<file path="src/rtl/arith_accum_if.sv">
// Operand handshake bundle between an operand source and arith_accum.
// The source drives valid, data and the add/subtract select; the accumulator drives ready.
interface arith_accum_if;
  logic               op_vld;
  logic               op_rdy;
  logic signed [7:0]  op_data;
  logic               op_sub;

  modport master (output op_vld, output op_data, output op_sub, input op_rdy);
  modport slave  (input op_vld, input op_data, input op_sub, output op_rdy);
endinterface

</file>
<file path="src/rtl/arith_accum.sv">
// Frame-based operand sequencer/accumulator around the combinational 8-bit add/subtract block arith.
// Each accepted operand folds into the accumulator; overflow saturates (SAT=1) or wraps and is made sticky.
module arith (
  input  logic signed [7:0] a,
  input  logic signed [7:0] b,
  input  logic              sub,
  output logic signed [7:0] sum,
  output logic              ov
);
  logic [7:0] bx;

  always_comb begin
    bx  = sub ? ~b : b;
    sum = a + bx + {7'd0, sub};
    // Overflow when both addends share a sign and the result sign differs.
    ov  = (a[7] == bx[7]) && (sum[7] != a[7]);
  end
endmodule

module arith_accum #(
  parameter int N_OPS = 4,
  parameter bit SAT   = 1'b1
) (
  input  logic               clk,
  input  logic               rst,
  input  logic               start,
  input  logic signed [7:0]  init,
  arith_accum_if.slave       op,
  output logic signed [7:0]  acc,
  output logic               ovf,
  output logic [3:0]         cnt,
  output logic               busy,
  output logic               done
);
  typedef enum logic [1:0] {IDLE, RUN, DONE} state_t;

  state_t            state, state_nxt;
  logic signed [7:0] sum;
  logic              ov;
  logic              accept;
  logic              last;

  function automatic logic signed [7:0] sat_result(input logic signed [7:0] a,
                                                   input logic signed [7:0] s,
                                                   input logic              o);
    // On overflow the true result carries the sign of the accumulator operand.
    if (o && SAT) sat_result = a[7] ? 8'sh80 : 8'sh7F;
    else          sat_result = s;
  endfunction

  arith u_arith (
    .a   (acc),
    .b   (op.op_data),
    .sub (op.op_sub),
    .sum (sum),
    .ov  (ov)
  );

  // A start in RUN restarts the frame and swallows any operand offered that cycle.
  assign accept = (state == RUN) && op.op_vld && !start;
  assign last   = (cnt == 4'(N_OPS - 1));

  always_ff @(posedge clk) begin
    if (rst) state <= IDLE;
    else     state <= state_nxt;
  end

  always_comb begin
    state_nxt = state;
    op.op_rdy = 1'b0;
    busy      = 1'b0;
    done      = 1'b0;
    case (state)
      IDLE: begin
        if (start) state_nxt = RUN;
      end
      RUN: begin
        op.op_rdy = 1'b1;
        busy      = 1'b1;
        if (accept && last) state_nxt = DONE;
      end
      DONE: begin
        done      = 1'b1;
        state_nxt = IDLE;
      end
      default: state_nxt = IDLE;
    endcase
  end

  // Accumulator stage: load on start, fold on accept, hold otherwise.
  always_ff @(posedge clk) begin
    if (rst) begin
      acc <= 8'sh00;
      ovf <= 1'b0;
      cnt <= 4'd0;
    end else if (start && (state != DONE)) begin
      acc <= init;
      ovf <= 1'b0;
      cnt <= 4'd0;
    end else if (accept) begin
      acc <= sat_result(acc, sum, ov);
      ovf <= ovf | ov;
      cnt <= cnt + 4'd1;
    end
  end
endmodule

</file>
<file path="src/flat_wrapper.sv">
// flat-port wrapper written by rule: the top's interface ports become plain ports
module arith_accum_flat 
#(
  parameter int N_OPS = 4,
  parameter bit SAT   = 1'b1
)
  (clk, rst, start, init, acc, ovf, cnt, busy, done, op_op_vld, op_op_data, op_op_sub, op_op_rdy);
  arith_accum_if op_i ();
  input  logic clk;
  input  logic rst;
  input  logic start;
  input  logic signed [7:0] init;
  output logic signed [7:0] acc;
  output logic ovf;
  output logic [3:0] cnt;
  output logic busy;
  output logic done;
  input wire logic [$bits(op_i.op_vld)-1:0] op_op_vld;
  input wire logic [$bits(op_i.op_data)-1:0] op_op_data;
  input wire logic [$bits(op_i.op_sub)-1:0] op_op_sub;
  output wire logic [$bits(op_i.op_rdy)-1:0] op_op_rdy;
  assign op_i.op_vld = op_op_vld;
  assign op_i.op_data = op_op_data;
  assign op_i.op_sub = op_op_sub;
  assign op_op_rdy = op_i.op_rdy;
  arith_accum #(.N_OPS(N_OPS), .SAT(SAT)) u_core (.clk(clk), .rst(rst), .start(start), .init(init), .op(op_i), .acc(acc), .ovf(ovf), .cnt(cnt), .busy(busy), .done(done));
endmodule
</file>
<file path="config.mk">
export PLATFORM = sky130hd
export DESIGN_NAME = arith_accum_flat
export DESIGN_NICKNAME = d
export VERILOG_FILES = /design/src/rtl/arith_accum_if.sv /design/src/rtl/arith_accum.sv /design/src/flat_wrapper.sv
export SDC_FILE = /design/constraint.sdc
export NUM_CORES = 1
export LEC_CHECK = 0
export CAP_MARGIN = 5
export CORE_UTILIZATION = 49
export CTS_CLUSTER_DIAMETER = 60
export DETAILED_ROUTE_END_ITERATION = 7
export PLACE_DENSITY = 0.84
export SYNTH_ARGS = -nofsm -noshare
export SYNTH_HDL_FRONTEND = slang
export SYNTH_SLANG_ARGS = --single-unit
</file>
<file path="constraint.sdc">
create_clock -name clk -period 4.55 [get_ports clk]
set_input_delay 1.1375 -clock clk [delete_from_list [all_inputs] [get_ports clk]]
set_output_delay 1.1375 -clock clk [all_outputs]
set_load 0.01 [all_outputs]
</file>
---- After elaboration in Yosys (flattened, before gate mapping) ----
Index checks and enable logic that the tools add are counted.
W data, S select, Z words.
storage, ports and cells
  bits in registers ....................... 15
  bits of input ports ..................... 21
  output and inout port bits .............. 16
  logic and storage cells ................. 37
cells by class
  add/subtract/negate cells ............... 3
  equal/unequal tests ..................... 8
  multiplexer cells ....................... 10
  bitwise logic cells ..................... 2
  reductions and logical operators ........ 10
operators with widths
  operator               number
  $mux W8                5
  $add A8 B1 Y8          1
  $add A8 B8 Y8          1
  $not A8 Y8             1
  $ne A2 B2 Y1 const B   3
  $logic_and A1 B1 Y1    5
  $add A4 B1 Y4 const B  1
  $eq A4 B2 Y1 const B   1
  $mux W2                2
  $pmux W2 S2            1
  $eq A2 B1 Y1 const B   1
  $eq A2 B2 Y1 const B   1
  $logic_not A2 Y1       1
  $mux W1                2
  $reduce_and A2 Y1      1
  $reduce_bool A2 Y1     1
  $reduce_or A2 Y1       1
  $eq A1 B1 Y1           1
  $logic_not A1 Y1       1
  $ne A1 B1 Y1           1
  $or A1 B1 Y1           1

---- Longest topological paths before layout ----
  depth after elaboration ................. 9
  depth in mapped cells ................... 9
  depth with buffers taken out ............ 8

---- Cells and area by module ----
A second synthesis with hierarchy kept.
unflattened totals
  cell total of the unflattened synthesis .. 142
  area total of the unflattened synthesis .. 1234.9 um^2
by module, submodules not included
  module       instances  cells an instance  area each (um^2)  seq. area each (um^2)
  arith_accum  1          93                 824.5             300.3
  arith        1          49                 410.4             0.0

---- Least setup slack after synthesis ----
OpenSTA, ideal clock, no wires.
  path type ............................... in2reg
  from .................................... in op_op_sub
  to ...................................... reg u_core.acc[7]
  setup time .............................. 0.088 ns
  arrival time ............................ 2.776 ns
  required time ........................... 4.462 ns
  setup slack ............................. 1.686 ns
  cell stages on the path ................. 9
  path buffers ............................ 2
  cells stage by stage .................... buf_6 -> xor2_1 -> ha_1 -> a21oi_1 -> o22ai_2 -> o22a_2 -> buf_6 -> a21o_1 -> a311oi_2
on the way
  longest elaborated chain between the ends .. 8
  elaborated cells on any way between the ends .. 9
  those cells by class .................... 2 x add/sub; 2 x eq/ne; 4 x mux; 1 x reduce/logical
RTL lines
  element               line                RTL
  from (decl)           flat_wrapper.sv:20  input wire logic [$bits(op_i.op_sub)-1:0] op_op_sub;
  $mux W8               arith_accum.sv:13   bx = sub ? ~b : b;
  $add A8 B8 Y8         arith_accum.sv:14   sum = a + bx + {7'd0, sub};
  $add A8 B1 Y8         arith_accum.sv:14
  $ne A1 B1 Y1          arith_accum.sv:16   ov = (a[7] == bx[7]) && (sum[7] != a[7]);
  $logic_and A1 B1 Y1   arith_accum.sv:16
  $mux W8 (*)           arith_accum.sv:47   if (o && SAT) sat_result = a[7] ? 8'sh80 : 8'sh7F;
  $mux W8 (*)           arith_accum.sv:100  end else if (accept) begin
  $mux W8 (*)           arith_accum.sv:96   end else if (start && (state != DONE)) begin
  to (signal assigned)  arith_accum.sv:97   acc <= init;
  to (signal assigned)  arith_accum.sv:101  acc <= sat_result(acc, sum, ov);
  to (decl)             arith_accum.sv:29   output logic signed [7:0] acc,
Mark *: on every way between the ends. The rest lies on a longest branch, timed or not. The select of a mux whose other input is x is not followed.
A chain may end at the register's enable or synchronous reset.

---- Worst setup path in the final report ----
  from .................................... in op_op_sub
  to ...................................... reg u_core.acc[6]
The elaborated chain is that of the path after synthesis.

==> results.cfg <==
[grt]
first_global_vias = 1092
grt_remaining_overflow = 0
grt_first_pass_wirelength_um = 4820
antenna_found_initial = 0
grt_start_max_net_pins = 12
grtUsageTotal_pct = 25.4

[final_layout]
layout-area-overhead-vs-synth_pct = 34.1
finalNetCount = 201
final-instance-count-excl-fill = 199
drive_above_1_share_pct = 6.43
num_antenna_cells = 0
fin_area_mm2 = 0.00152

[power]
leakage_nw = 0.589
vdd_ir_drop_max_mv = 0.204
power_frac_seq_pct = 38.6
clock_network_power_share_pct = 20.2
netSwitchingFraction_pct = 33.8
post_route_total_power_mw = 0.376
net-switching-power_mw = 0.127
cellInternalPower_mw = 0.249
comb_power_share_pct = 41.1
power_density_mw_per_mm2 = 247

[outcome]
outcome = finished clean

[min_path]
hold_path_class = flip-flop to flip-flop

[sta]
finalWorstPathRequiredPeriod_ns = 3.58
clock-skew-final_ns = 0.00266
slew_headroom_pct = 62.7
rsz0062_at_grt = no
total_negative_slack_for_setup_checks_ns = 0
highest_achievable_clock_rate_mhz = 280
worst_pin_slew_ns = 0.559
period_share_pct = 78.6
count_of_final_hold_check_violations = 0
final_max_slew_viol_count = 0
timing.final.setup_violations = 0

[synthesis]
synth.avg_cell_area_um2 = 8.33
ys_types = 41
ys_dominant_reg_cell = dfxtp_1
yosysMostFrequentCell = dfxtp_1
synth_edf_count = 0
synth_warn = 0
synth-async-reset-ratio_pct = 0
yosysTopAreaCellShare_pct = 26.5
synth_cells = 136
synthDominantAreaCellType = dfxtp_1
synth_commonest_cells = 15 x dfxtp_1, 11 x nand2_1, 11 x o21ai_0, 11 x xor2_1, 10 x nor2_1
post_syn_area_mm2 = 0.00113
ys_ff_latch = 15
share_of_the_yosys_chip_area_belonging_to_registers_pct = 26.5
postSynthNetCount = 165
netlist_top_cells_area = dfxtp_1 27%, xor2_1 8.5%, ha_1 7.7%

[cts]
cts.clk_slew.worst_paths_ns = 0.09
cts-root-buf = clkbuf_4
cts_setup_buffers = 0
cts_buffers = 3
clock_sink_count = 15
holdBufCountCts = 0
post_cts_resize_count = 0
tritoncts = yes
cts-htree-levels = 1
clock_insertion_delay_worst_skew_ns = 0.28
clockBufferDepth = 2

[worst_setup_path]
critical_path.max_fanout = 11
setup.worst_path.start_class = input pin
cp.required_ns = 4.70
critPathArrivalTime_ns = 3.73
setup.worst_path.end_class = flip-flop
setup.worst_path.class = input pin to flip-flop

[flow_run]
max_cap_viol_count = 0

[placement]
dpl.cell_count = 195
detailed_place.area_mm2 = 0.00149
place.detailed.hpwl_um = 2260
gp_congestion = 0.904
port_buffers = 36

[route]
number_of_nets_still_failing_antenna_checks_after_routing = 0
drt-wirelength-per-cell_um = 14.3
first_pass_iters = 4
via_per_inst = 5.70
route.vias.total = 1134
drt-initial-drc-count = 27
number_of_remaining_drc_errors = 0
wirelength_um = 2860

[floorplanning]
placementRows = 17
die_area_mm2 = 0.00251
core_mm2 = 0.00219
initial_cell_density_of_the_core_pct = 51.7
die_boundary_width_um = 50.1
die_height_um = 50.1
boundaryPins = 37
-- per-stage QoR --
stage	utilization, %	worst slack (ns)	hold slack (ns)
2_1_floorplan	-	1.69	0.445
4_1_cts	69.3	1.04	0.500
5_1_grt	69.3	0.861	0.529
3_3_place_gp	68.1	0.856	0.464
6_report	69.3	0.973	0.499
3_5_place_dp	68.1	0.734	0.486
-- layer usage --
metal	part of all wire, %	track usage [%]	vias to the layer above
met1	44	31.2	526
met4	2.0	7.62	0
li1	-	-	565
met5	0	0	-
met3	5.1	6.79	7
met2	49	42.4	36
-- logic make-up after synthesis --
group | Yosys count | share of synthesized area (%)
adders and majority gates | 8 | 9.50
and+or+nand+nor | 38 | 16.8
muxes | 3 | 3.09
xor gates and xnor gates | 14 | 10.8
buffers and inverters | 12 | 5.75
AOI/OAI and AO/OA | 46 | 27.5
DFF | 15 | 26.5
-- cells in the final DEF, fill, tap and decap left out, types with 2 or more instances in the layout --
cell,instances
or3_1,2
clkdlybuf4s50_1,36
a21o_1,4
nor2b_1,2
xnor2_1,3
nand4_1,2
o21ai_0,11
nor2_1,10
nand2_1,11
nand3_1,2
o21a_1,2
ha_1,7
nor3b_1,2
xor2_1,11
clkbuf_4,3
dfxtp_1,15
a21oi_1,8
a31oi_1,2
o22ai_1,6
nand2b_1,2
a211oi_1,5
inv_1,6
-- path summary, 6_finish.rpt --
path	startpoint	to	slack [ns]	depth (start not counted)
worst max register to register	u_core.acc[2]	u_core.acc[6]	2.41	6
worst max-delay path	op_op_sub	u_core.acc[6]	0.97	8
worst min register to register	u_core.state[1]	u_core.state[0]	0.50	1
worst min-delay path	u_core.state[1]	u_core.state[0]	0.50	1
-- power groups by stage --
| stage | combinational, mW | sequential (mW) | clock [mW] |
|---|---|---|---|
| final | 0.155 | 0.145 | 0.0759 |
| after global routing | 0.170 | 0.146 | 0.0863 |
| after CTS | 0.153 | 0.145 | 0.0777 |
| after detailed placement | 0.152 | 0.148 | 0 |
| after global placement | 0.148 | 0.148 | 0 |
| after floorplan | 0.101 | 0.149 | 0 |
-- registers in the layout (all words and copies together) (netlist names) --
signal        cells
u_core.acc        8
u_core.cnt        4
u_core.ovf        1
u_core.state      2
-- critical path, stage by stage --
cell,delay (ns)
clkdlybuf4s50_1,0.66
xor2_1,0.27
ha_1,0.36
a21oi_1,0.24
o22ai_2,0.12
o22a_2,0.29
a21oi_1,0.48
a311oi_1,0.17
-- cell type report --
class / instances / area, µm²
clock buffer: 4 / 26.3
fill: 191 / 672
inverter: 6 / 22.5
multi-input combinational: 109 / 767
sequential: 15 / 300
tap: 28 / 35.0
timing repair buffer: 37 / 368
No activity file was read; power rests on OpenSTA's default activity.
